==> config.mk <==
export PLATFORM = sky130hd
export DESIGN_NAME = simple_proc_instr_sequencer_flat
export DESIGN_NICKNAME = d
export VERILOG_FILES = /design/src/rtl/simple_proc_instr_sequencer_if.sv /design/src/rtl/simple_proc_instr_sequencer.sv /design/src/flat_wrapper.sv
export SDC_FILE = /design/constraint.sdc
export NUM_CORES = 1
export LEC_CHECK = 0
export ABC_AREA = 1
export CELL_PAD_IN_SITES_DETAIL_PLACEMENT = 0
export CELL_PAD_IN_SITES_GLOBAL_PLACEMENT = 1
export CORE_ASPECT_RATIO = 2
export CORE_MARGIN = 2
export CORE_UTILIZATION = 36
export CTS_BUF_LIST = sky130_fd_sc_hd__clkbuf_16
export DETAILED_ROUTE_END_ITERATION = 10
export PLACE_DENSITY_LB_ADDON = 0.2
export SYNTH_ARGS = -nofsm -noshare
export SYNTH_HDL_FRONTEND = slang
export SYNTH_SLANG_ARGS = --single-unit
==> constraint.sdc <==
create_clock -name Clock -period 3.35 [get_ports Clock]
set_clock_uncertainty 0.15 [all_clocks]
set_input_delay 0.5025 -clock Clock [delete_from_list [all_inputs] [get_ports Clock]]
set_output_delay 0.5025 -clock Clock [all_outputs]
set_load 0.02 [all_outputs]
==> src/rtl/simple_proc_instr_sequencer_if.sv <==
// Host write channel and processor Run/DIN/Done channel.
// master = host/processor side, slave = sequencer side.
interface simple_proc_instr_sequencer_if;
  logic       wr_valid;
  logic [8:0] wr_data;
  logic       wr_ready;
  logic       Run;
  logic [8:0] DIN;
  logic       Done;

  modport master (
    output wr_valid, wr_data, Done,
    input  wr_ready, Run, DIN
  );

  modport slave (
    input  wr_valid, wr_data, Done,
    output wr_ready, Run, DIN
  );
endinterface

==> src/rtl/simple_proc_instr_sequencer.sv <==
// Queue-fed instruction sequencer for the 9-bit simple processor.
// Optional watchdog enabled by defining SEQ_TIMEOUT_EN.
module simple_proc_instr_sequencer #(
  parameter int unsigned DEPTH      = 8,
  parameter logic [2:0]  MVI_OPCODE = 3'b011,
  parameter int unsigned TIMEOUT    = 16
) (
  input  logic                     Clock,
  input  logic                     Resetn,
  input  logic                     enable,
  simple_proc_instr_sequencer_if.slave bus,
  output logic                     busy,
  output logic [$clog2(DEPTH):0]   fifo_count,
  output logic [15:0]              retired_count,
  output logic                     timeout
);

  localparam int unsigned AW = $clog2(DEPTH);

  typedef enum logic [1:0] {
    IDLE,
    ISSUE,
    IMM,
    WAIT
  } state_t;

  state_t state_q, state_d;

  logic [8:0]    mem [DEPTH];
  logic [AW-1:0] rd_ptr, wr_ptr, rd_nxt;
  logic [AW:0]   count;
  logic          full, push, pop;
  logic [8:0]    head, head2;
  logic          head_mvi, can_issue;
  logic          retire;
  logic          run_q, run_d;
  logic [8:0]    din_q, din_d;

  assign full      = (count == (AW+1)'(DEPTH));
  assign push      = bus.wr_valid && !full;
  assign rd_nxt    = rd_ptr + 1'b1;
  assign head      = mem[rd_ptr];
  assign head2     = mem[rd_nxt];
  assign head_mvi  = (head[8:6] == MVI_OPCODE);
  // an mvi is only started once its immediate is already queued
  assign can_issue = enable && (count != '0)
                   && (!head_mvi || count >= (AW+1)'(2));

  assign bus.wr_ready = !full;
  assign bus.Run      = run_q;
  assign bus.DIN      = din_q;
  assign fifo_count   = count;

`ifdef SEQ_TIMEOUT_EN
  logic [7:0] wd_q;
  logic       wd_hit, to_fire, to_q;

  assign wd_hit  = (wd_q == 8'(TIMEOUT - 1)) && !bus.Done;
  assign timeout = to_q;

  // watchdog: restart on issue, count Done-less cycles in IMM/WAIT
  always_ff @(posedge Clock or negedge Resetn) begin
    if (!Resetn) begin
      wd_q <= '0;
      to_q <= 1'b0;
    end else begin
      if (state_q == ISSUE)
        wd_q <= '0;
      else if ((state_q == IMM || state_q == WAIT) && !bus.Done)
        wd_q <= wd_q + 8'd1;
      if (to_fire)
        to_q <= 1'b1;
    end
  end
`else
  assign timeout = 1'b0;
`endif

  // queue storage; contents need no reset, pointers define validity
  always_ff @(posedge Clock) begin
    if (push)
      mem[wr_ptr] <= bus.wr_data;
  end

  // queue pointers and occupancy
  always_ff @(posedge Clock or negedge Resetn) begin
    if (!Resetn) begin
      rd_ptr <= '0;
      wr_ptr <= '0;
      count  <= '0;
    end else begin
      if (push)
        wr_ptr <= wr_ptr + 1'b1;
      if (pop)
        rd_ptr <= rd_nxt;
      unique case ({push, pop})
        2'b10:   count <= count + 1'b1;
        2'b01:   count <= count - 1'b1;
        default: count <= count;
      endcase
    end
  end

  // next state, queue pop and retire strobe
  always_comb begin
    state_d = state_q;
    pop     = 1'b0;
    retire  = 1'b0;
`ifdef SEQ_TIMEOUT_EN
    to_fire = 1'b0;
`endif
    unique case (state_q)
      IDLE: begin
        if (can_issue)
          state_d = ISSUE;
      end
      ISSUE: begin
        pop     = 1'b1;
        state_d = head_mvi ? IMM : WAIT;
      end
      IMM: begin
        if (bus.Done) begin
          pop     = 1'b1;
          retire  = 1'b1;
          state_d = IDLE;
        end
`ifdef SEQ_TIMEOUT_EN
        else if (wd_hit) begin
          pop     = 1'b1;
          to_fire = 1'b1;
          state_d = IDLE;
        end
`endif
      end
      WAIT: begin
        if (bus.Done) begin
          retire  = 1'b1;
          state_d = IDLE;
        end
`ifdef SEQ_TIMEOUT_EN
        else if (wd_hit) begin
          to_fire = 1'b1;
          state_d = IDLE;
        end
`endif
      end
      default: state_d = IDLE;
    endcase
  end

  // registered Run/DIN follow the state being entered
  always_comb begin
    run_d = 1'b0;
    din_d = '0;
    unique case (1'b1)
      (state_d == ISSUE): begin
        run_d = 1'b1;
        din_d = head;
      end
      (state_d == IMM): begin
        din_d = (state_q == ISSUE) ? head2 : din_q;
      end
      default: begin
        din_d = '0;
      end
    endcase
  end

  // state and registered processor-facing outputs
  always_ff @(posedge Clock or negedge Resetn) begin
    if (!Resetn) begin
      state_q <= IDLE;
      run_q   <= 1'b0;
      din_q   <= '0;
      busy    <= 1'b0;
    end else begin
      state_q <= state_d;
      run_q   <= run_d;
      din_q   <= din_d;
      busy    <= (state_d != IDLE);
    end
  end

  // retired instruction counter, wraps naturally
  always_ff @(posedge Clock or negedge Resetn) begin
    if (!Resetn)
      retired_count <= '0;
    else if (retire)
      retired_count <= retired_count + 16'd1;
  end

endmodule

==> src/flat_wrapper.sv <==
// flat-port wrapper written by rule: the top's interface ports become plain ports
module simple_proc_instr_sequencer_flat 
#(
  parameter int unsigned DEPTH      = 8,
  parameter logic [2:0]  MVI_OPCODE = 3'b011,
  parameter int unsigned TIMEOUT    = 16
)
  (Clock, Resetn, enable, busy, fifo_count, retired_count, timeout, bus_wr_valid, bus_wr_data, bus_Done, bus_wr_ready, bus_Run, bus_DIN);
  simple_proc_instr_sequencer_if bus_i ();
  input  logic Clock;
  input  logic Resetn;
  input  logic enable;
  output logic busy;
  output logic [$clog2(DEPTH):0] fifo_count;
  output logic [15:0] retired_count;
  output logic timeout;
  input wire logic [$bits(bus_i.wr_valid)-1:0] bus_wr_valid;
  input wire logic [$bits(bus_i.wr_data)-1:0] bus_wr_data;
  input wire logic [$bits(bus_i.Done)-1:0] bus_Done;
  output wire logic [$bits(bus_i.wr_ready)-1:0] bus_wr_ready;
  output wire logic [$bits(bus_i.Run)-1:0] bus_Run;
  output wire logic [$bits(bus_i.DIN)-1:0] bus_DIN;
  assign bus_i.wr_valid = bus_wr_valid;
  assign bus_i.wr_data = bus_wr_data;
  assign bus_i.Done = bus_Done;
  assign bus_wr_ready = bus_i.wr_ready;
  assign bus_Run = bus_i.Run;
  assign bus_DIN = bus_i.DIN;
  simple_proc_instr_sequencer #(.DEPTH(DEPTH), .MVI_OPCODE(MVI_OPCODE), .TIMEOUT(TIMEOUT)) u_core (.Clock(Clock), .Resetn(Resetn), .enable(enable), .bus(bus_i), .busy(busy), .fifo_count(fifo_count), .retired_count(retired_count), .timeout(timeout));
endmodule
== Word level (Yosys, flattened, before mapping) ==
Memory sizes are Yosys's and may differ from the RTL's.
Index checks and enable logic that the tools add are counted.

* Add/subtract/negate cells: 5
* $lt $le $gt $ge: 1
* Equality and inequality tests: 10
* Mux-type cells: 13
* Reductions and logical operators: 11

{| class="wikitable"
|+ Operators with widths
! operator !! count
|-
| $pmux 9 s2 || 1
|-
| $add 16x1->16 const B || 1
|-
| $mux 9 || 1
|-
| $eq 2x2->1 const B || 4
|-
| $pmux 4 s2 || 1
|-
| $add 3x1->3 const B || 2
|-
| $eq 2x1->1 const B || 3
|-
| $mux 1 || 6
|-
| $pmux 2 s3 || 1
|-
| $add 4x1->4 const B || 1
|-
| $eq 4x4->1 const B || 1
|-
| $ge 4x2->1 const B || 1
|-
| $mux 2 || 2
|-
| $reduce_bool 2->1 || 2
|-
| $reduce_bool 4->1 || 1
|-
| $sub 4x1->4 const B || 1
|-
| $eq 3x2->1 const B || 1
|-
| $logic_and 1x1->1 || 3
|-
| $logic_not 1->1 || 2
|-
| $logic_not 2->1 || 1
|-
| $ne 2x2->1 const B || 1
|-
| $pmux 1 s2 || 1
|-
| $reduce_or 2->1 || 1
|-
| $logic_or 1x1->1 || 1
|}

* Flip-flop bits (word level): 39
* Memory bits (writable): 72
* Output and inout port bits: 33
* Word-level logic and storage cells: 49
* Memories: 1

{| class="wikitable"
|+ Memories
! memory !! words !! width !! read ports !! clocked after Yosys merged registers in !! wr ports !! RTL line !! source
|-
| u_core.mem || 8 || 9 || 2 || 0 || 1 || simple_proc_instr_sequencer.sv:29 || <nowiki>logic [8:0] mem [DEPTH];</nowiki>
|}

== Logic depth before layout (Yosys ltp) ==
Gate-level depths: netlist of run 1.
An unclocked memory read counts as a cell.

* Depth after elaboration: 9
* Mapped depth: 18
* Mapped depth without buffers: 16

== Worst setup path after synthesis of run 1 ==
No wires, ideal clock.

* Kind: register to register
* Start: register u_core.rd_ptr[0]
* End: register u_core.din_q[0], in the netlist u_core.bus.DIN[0]
* Arrival time: 2253 ps
* Path slack: 883 ps
* Stages on the path, launching flop included: 19
* Period minus slack after synthesis: 2467 ps
* Path through: dfrtp_1 -> inv_2 -> buf_6 -> nand2_1 -> nand3_1 -> nand2_1 -> nand2_1 -> nand2_1 -> nand3_1 -> nand2_1 -> nand2_1 -> nand2_1 -> ha_1 -> buf_2 -> nand2_1 -> clkinv_1 -> nor2_1 -> nand2_1 -> nand2_1

* Cells in the longest elaborated chain, start to end: 9
* Elaborated cells between the ends (all ways): 14

{| class="wikitable"
|+ RTL lines
! element !! RTL line !! source
|-
| start, declared || simple_proc_instr_sequencer.sv:30 || <nowiki>logic [AW-1:0] rd_ptr, wr_ptr, rd_nxt;</nowiki>
|-
| start signal, assigned || simple_proc_instr_sequencer.sv:95 || <nowiki>rd_ptr <= rd_nxt;</nowiki>
|-
| $mem_v2 8x9 * || n/a ||
|-
| $eq 3x2->1 || simple_proc_instr_sequencer.sv:44 || <nowiki>assign head_mvi = (head[8:6] == MVI_OPCODE);</nowiki>
|-
| $logic_not 1->1 || simple_proc_instr_sequencer.sv:47 || <nowiki>&& (!head_mvi || count >= (AW+1)'(2));</nowiki>
|-
| $logic_or 1x1->1 || simple_proc_instr_sequencer.sv:47 ||
|-
| $logic_and 1x1->1 || simple_proc_instr_sequencer.sv:47 ||
|-
| $mux 2 || simple_proc_instr_sequencer.sv:114 || <nowiki>if (can_issue)</nowiki>
|-
| $pmux 2 s3 || simple_proc_instr_sequencer.sv:112 || <nowiki>unique case (state_q)</nowiki>
|-
| $eq 2x2->1 / $eq 2x1->1 (equally long branches) || simple_proc_instr_sequencer.sv:160, simple_proc_instr_sequencer.sv:156 ||
|-
| $pmux 9 s2 / $ne 2x2->1 (equally long branches) || n/a ||
|-
| end signal, assigned || simple_proc_instr_sequencer.sv:179 || <nowiki>din_q <= din_d;</nowiki>
|-
| end, declared || simple_proc_instr_sequencer.sv:37 || <nowiki>logic [8:0] din_q, din_d;</nowiki>
|}

Every way passes the cells marked *; elsewhere a longest branch is shown, timed or not. The select of a mux whose other input is x is not followed.
A chain may end at the register's enable or synchronous reset.

== Final worst setup path of run 1 ==
Ends and elaborated chain as after synthesis.

==> key figures, run 1 <==
Setup path
  • Data arrival, critical path: 2.86 ns
  • Crit-path max cell delay: 0.42 ns
  • CP Capture Type: flip-flop
  • Most frequent CP cell: nand2_1
  • Critical Path Fanout Max: 29
  • Worst path bufs/invs: 4
  • Critical path class: reg -> reg
  • Slowest stage cell, crit path: dfrtp_2
  • Startpoint Class: flip-flop
  • Cells along the critical path: inv_2, nand2_1, nand3_1, nand2_1, nand2_1, nand2_1, nand3_1, nand2_1, nand2_1, nand2_1, ha_1, buf_4, nand2_1, clkinv_1, nor2_1, buf_4, nand2_1, nand2_1
  • Top delay family on crit path: simple AND/OR/NAND/NOR gates
  • Req. time, crit path: 3.49 ns

Pwr
  • Worst vdd ir: 0.582 mV
  • Leakage: 2.76 nW
  • Pwr Density: 952 nW/um2
  • Overall Power: 6.29 mW

STA
  • Final hold viol count: 0
  • Max Transition Viols Final: 0
  • Rel. slew slack: 37.5%
  • RSZ-0062 raised after global routing: no
  • Worst hold slack: 0.132 ns
  • TNS Setup: 0 ns
  • Final setup viols: 0
  • Crit share post-route: 81.3%
  • Shortest period the worst path allows: 2.72 ns
  • Fmax achieved: 0.367 GHz
  • Worst slew pin tran: 0.937 ns

GRT
  • Largest net degree at the start of global routing: 45
  • Initial antenna violation count: 0
  • Grt total ovfl: 0
  • Vias in the first global route: 4415
  • First-pass GRT wire length: 23.8 mm
  • GRT Util Overall: 18.8%

Clocking
  • Clk_lat worst skew: 0.35 ns
  • Post-cts sizing count: 0
  • CTS tree: done
  • Clock Path Buffers: 2
  • Number of setup buffers added after CTS: 0
  • CTS root buf: clkbuf_16
  • H-tree Lvls: 3
  • CTS buffer count: 9
  • Clk pin slew, worst setup/hold paths: 0.08 ns
  • Hold buffer count at cts: 0
  • CTS sink cnt: 111

Logic synthesis
  • Simple-gate share of the synthesized area: 19.7%
  • Register area share after synthesis: 56.1%
  • Syn Nets: 638
  • Synth Register Bits: 111
  • Synth cell types: 29
  • Average size of a mapped cell: 9.16 um2
  • Mapped Area: 5590 um2
  • Post-Synth Adder-Cell Area: 3.27%
  • Total of warnings raised by yosys: 0
  • Synth Area in XOR/XNOR: 3.11%
  • Largest family of logic cells by synthesized area: simple AND/OR/NAND/NOR gates
  • Count of mapped cells out of synthesis: 610
  • Synth Area in Compound Gates: 10.8%
  • Post-synthesis mux area share: 0%

Detailed routing
  • Aggregate routed wire length: 14.9 mm
  • Via count: 4369
  • Drt drc: 0
  • Routed vias/inst: 5.03
  • Routed Antenna Nets: 0
  • Routed len/inst: 17.2 um
  • First-pass DRT Iterations: 4
  • Initial drt markers: 282

Floorplan
  • Std-Cell Rows: 64
  • IO Count: 47
  • Core area: 15200 um2
  • Die Ht: 180 um
  • Horiz. Die Dim: 92.1 um
  • Initial Util: 36.7%
  • Die ar.: 16600 um2

Hold path
  • Hold WC Path Type: in -> async

Outcome
  • Outcome: completed

Place
  • Number of I/O port buffers: 45
  • Placed instance area: 6300 um2
  • Post-detail-place hpwl: 10.4 mm
  • Placer Congestion: 0.843

Job
  • Number of max-cap violations: 0

Final layout
  • Number of diodes: 0
  • Nets: 693
  • Fraction of layout cells with a size suffix above 1: 8.66%
  • Area delta synth->final: 18.3%
  • Post-layout util: 43.4%
  • Final Instance Area: 6610 um2
  • Fill cell count: 1500
[layer usage]
metal / up-vias / part of all wire, % / GRT usage, %
li1: 2131 / - / -
met3: 20 / 4.3 / 2.76
met5: - / 0 / 0
met4: 0 / 2.6 / 7.76
met1: 2097 / 38 / 21.3
met2: 121 / 55 / 34.7
[report_power, final]
group / switching, mW / internal, mW
Clock: 0.523 / 0.597
Sequential: 0.183 / 1.76
Combinational: 2.11 / 1.12
[sequential cells by signal, indices dropped and copies added (netlist names)]
register              cells
u_core.rd_ptr             3
u_core.retired_count     16
u_core.bus.DIN            9
u_core.state_q            2
u_core.wr_ptr             3
u_core.bus.Run            1
u_core.mem               72
u_core.busy               1
u_core.fifo_count         4
[synth_stat cells (all sizes together)]
library cell	n	area share [%]
nand2	139	9.4
nor2	87	6.0
o21ai	79	7.1
edfxtp	72	39
inv	52	3.5
nand3	41	3.9
dfrtp	39	17
buf	23	2.9
a21oi	20	1.8
ha	13	2.9
o211ai	13	1.7
xor2	11	1.7
xnor2	8	1.4
clkbuf	4	0.27
a31oi	2	0.22
clkinv	2	0.13
conb	1	0.067
fa	1	0.36
nand3b	1	0.13
nand4	1	0.11
or2	1	0.11
[layout by cell type (no fill, tap or decap), types with 3 or more instances in the layout]
master | synthesis | routed
dfrtp_1 | 39 | 38
a21oi_1 | 20 | 20
nand3_2 | 3 | 3
inv_2 | 3 | 3
edfxtp_1 | 72 | 72
nand3_1 | 38 | 38
inv_6 | 0 | 3
xnor2_1 | 7 | 7
o21ai_0 | 59 | 59
ha_1 | 13 | 13
inv_1 | 49 | 49
o211ai_1 | 13 | 13
clkdlybuf4s50_1 | 0 | 44
nor2_2 | 4 | 4
clkbuf_16 | 0 | 9
xor2_1 | 11 | 11
nor2_1 | 83 | 83
buf_4 | 7 | 26
o21ai_1 | 20 | 20
nand2_1 | 137 | 137
[cell type report]
class	instances	area (um2)	area share (%)
clock buffer	9	225	3.41
clock inverter	7	85.1	1.29
inverter	54	203	3.07
multi-input combinational	418	2070	31.3
sequential	111	3140	47.5
tap	198	248	3.75
timing repair buffer	71	641	9.69
[logic make-up after synthesis]
family	after synthesis
adder cells (fa/ha/maj)	14
buffers and inverters	81
XOR/XNOR	19
other	1
flip-flops	111
AO/OA/AOI/OAI	114
AND/OR/NAND/NOR	270
[final timing paths]
check / from / to / slack, ns / depth (start not counted)
min reg2reg: u_core.bus.DIN[4]$_DFFE_PN0P_ / u_core.bus.DIN[4]$_DFFE_PN0P_ / 0.34 / 2
max in group asynchronous: Resetn / u_core.rd_ptr[0]$_DFFE_PN0P_ / 2.26 / 1
max: u_core.rd_ptr[0]$_DFFE_PN0P_ / u_core.bus.DIN[0]$_DFFE_PN0P_ / 0.63 / 18
max reg2reg: u_core.rd_ptr[0]$_DFFE_PN0P_ / u_core.bus.DIN[0]$_DFFE_PN0P_ / 0.63 / 18
min in group Clock: u_core.bus.DIN[4]$_DFFE_PN0P_ / u_core.bus.DIN[4]$_DFFE_PN0P_ / 0.34 / 2
min: Resetn / u_core.retired_count[4]$_DFFE_PN0P_ / 0.13 / 1
[worst reg2reg max path: stages, from the launching register on]
cell and delay (ns):
dfrtp_2 0.42, inv_2 0.38, nand2_1 0.12, nand3_1 0.10
nand2_1 0.06, nand2_1 0.05, nand2_1 0.08, nand3_1 0.15
nand2_1 0.07, nand2_1 0.06, nand2_1 0.10, ha_1 0.21
buf_4 0.19, nand2_1 0.08, clkinv_1 0.07, nor2_1 0.09
buf_4 0.16, nand2_1 0.06, nand2_1 0.07
[stage by stage]
step                setup slack, ns  std cells
finish                        0.626        868
global placement              0.519        852
CTS                           0.576        868
global route                  0.293        868
detailed placement            0.504        852
floorplan                     0.883        610
Power figures use the tool's default switching activity.
==> inputs of run 2 (changes only) <==
clock period = 2.85 ns   (was 3.35 ns; I/O delays follow)
==> key figures, run 2 (same netlist as run 1, synthesis figures left out) <==
Setup path
  • Worst path bufs/invs: 2
  • Startpoint Class: flip-flop
  • Data arrival, critical path: 2.66 ns
  • Most frequent CP cell: nand2_1
  • Top delay family on crit path: simple AND/OR/NAND/NOR gates
  • CP Capture Type: flip-flop
  • Slowest stage cell, crit path: dfrtp_2
  • Crit-path max cell delay: 0.44 ns
  • Critical Path Fanout Max: 12
  • Req. time, crit path: 2.99 ns
  • Cells along the critical path: buf_4, nor2_1, nor2_1, nand2_1, nand3_1, nand2_1, nand3_1, nand2_1, nand2_1, nand2_1, ha_2, buf_4, o21ai_0, o21ai_1, nand2_1, nand2_1
  • Critical path class: reg -> reg

Floorplan
  • Initial Util: 36.7%
  • Core area: 15200 um2
  • Std-Cell Rows: 64
  • Horiz. Die Dim: 92.1 um
  • Die Ht: 180 um
  • IO Count: 47
  • Die ar.: 16600 um2

STA
  • Shortest period the worst path allows: 2.52 ns
  • RSZ-0062 raised after global routing: no
  • Max Transition Viols Final: 0
  • Final setup viols: 0
  • Setup ws final: 0.331 ns
  • Worst slew pin tran: 0.624 ns
  • TNS Setup: 0 ns
  • Worst hold slack: 0.337 ns
  • Rel. slew slack: 58.4%
  • Final hold viol count: 0
  • Fmax achieved: 0.397 GHz
  • Crit share post-route: 88.4%

Pwr
  • Combinational power share: 51.5%
  • Sequential Power Share: 31.1%
  • Overall Power: 7.33 mW
  • Clock power share: 17.4%
  • Sw frac: 44.2%
  • Internal: 4.09 mW
  • Worst vdd ir: 0.497 mV
  • Leakage: 2.76 nW
  • Pwr Density: 1110 nW/um2
  • Switching pwr: 3.24 mW

Place
  • Placed Cells: 855
  • Placer Congestion: 0.833
  • Number of I/O port buffers: 45
  • Dpl ws: 0.194 ns
  • Placed instance area: 6320 um2
  • Post-detail-place hpwl: 10.7 mm

Final layout
  • Most common cell after layout, fill and taps aside: nand2_1
  • Nets: 697
  • Layout Cells excl Fill: 872
  • Area delta synth->final: 18.6%
  • Largest register FFs: 72
  • Number of diodes: 0
  • Final Instance Area: 6630 um2
  • Fraction of layout cells with a size suffix above 1: 8.90%
  • Fill cell count: 1542
  • Most frequent cells in the layout: 137 x nand2_1, 83 x nor2_1, 72 x edfxtp_1, 59 x o21ai_0, 49 x inv_1
  • Post-layout util: 43.6%
  • Top reg by flops: u_core.mem

Clocking
  • CTS sink cnt: 111
  • CTS tree: done
  • CTS root buf: clkbuf_16
  • Number of setup buffers added after CTS: 0
  • Clock Path Buffers: 2
  • CTS buffer count: 9
  • Clk_lat worst skew: 0.36 ns
  • Clk pin slew, worst setup/hold paths: 0.07 ns
  • H-tree Lvls: 3

Detailed routing
  • Via count: 4348
  • Drt drc: 0
  • Routed Antenna Nets: 0
  • Aggregate routed wire length: 14.9 mm
  • Initial drt markers: 295
  • Routed vias/inst: 4.99
  • Routed len/inst: 17.1 um
  • First-pass DRT Iterations: 4

GRT
  • Vias in the first global route: 4427
  • First-pass GRT wire length: 23.8 mm
  • Largest net degree at the start of global routing: 50
  • Grt total ovfl: 0
  • GRT Util Overall: 19.0%
  • Initial antenna violation count: 0

Hold path
  • Hold WC Path Type: reg -> reg

Job
  • Number of max-cap violations: 0

Outcome
  • Outcome: completed
==> run 2: cell types whose count changed in the layout (fill, tap and decap cells not counted), sizes merged <==
cell / change
clkinvlp: +1
buf: +3
inv: -1
dlygate4sd3: +1
==> run 2: repair_timing <==
action,CTS,global route
hold buffers,1,0
hold endpoints to repair,25,0
endpoints found under the setup margin,0,9
resized for setup,0,3
==> run 2: final timing paths <==
kind / slack, ns / end / cells past startpoint / from
max reg2reg: 0.33 / u_core.bus.DIN[2]$_DFFE_PN0P_ / 16 / u_core.rd_ptr[0]$_DFFE_PN0P_
min in group asynchronous: 0.47 / u_core.retired_count[6]$_DFFE_PN0P_ / 2 / Resetn
min reg2reg: 0.34 / u_core.bus.DIN[8]$_DFFE_PN0P_ / 2 / u_core.bus.DIN[8]$_DFFE_PN0P_
max in group asynchronous: 1.44 / u_core.wr_ptr[0]$_DFFE_PN0P_ / 3 / Resetn
min: 0.34 / u_core.bus.DIN[8]$_DFFE_PN0P_ / 2 / u_core.bus.DIN[8]$_DFFE_PN0P_
max: 0.33 / u_core.bus.DIN[2]$_DFFE_PN0P_ / 16 / u_core.rd_ptr[0]$_DFFE_PN0P_
==> run 2: area by class of cell <==
| cell class | count | area, um2 | area share (%) |
|---|---|---|---|
| clock inverter | 7 | 68.8 | 1.04 |
| multi-input combinational | 418 | 2070 | 31.2 |
| timing repair buffer | 75 | 673 | 10.2 |
| inverter | 54 | 205 | 3.09 |
| clock buffer | 9 | 225 | 3.40 |
| tap | 198 | 248 | 3.74 |
| sequential | 111 | 3140 | 47.3 |
==> run 2: tightest hold or removal path: stages, from the launching register on <==
cell and delay (ns):
dfrtp_1 0.35, nand2_1 0.05, nand2_1 0.06
==> run 2: power by group through the flow <==
stage / sequential, mW / combinational [mW] / clock [mW]
final: 2.28 / 3.78 / 1.27
after floorplan: 2.41 / 2.35 / 0
after CTS: 2.28 / 3.82 / 1.30
after global routing: 2.32 / 4.26 / 1.36
after global placement: 2.30 / 3.76 / 0
after detailed placement: 2.31 / 3.80 / 0
==> run 2: routing by layer <==
metal | track usage [%] | vias to the layer above | part of all wire [%]
li1 | - | 2136 | -
met1 | 20.2 | 2087 | 38
met2 | 35.6 | 97 | 55
met3 | 3.22 | 28 | 3.7
met4 | 8.66 | 0 | 3.4
met5 | 0 | - | 0
==> inputs of run 3 (changes only) <==
SKIP_CTS_REPAIR_TIMING = 1   (was not set)
==> results of run 3 <==
Same layout as run 2: the final DEF is identical, and so are final timing and power.
Main changes from that run: wire length of the first global-routing pass 23800 um -> 23700 um; via count of the first global-routing pass 4427 -> 4421; overall routing resource usage 19.0% -> 18.9%; met2 usage 35.6% -> 35.5%
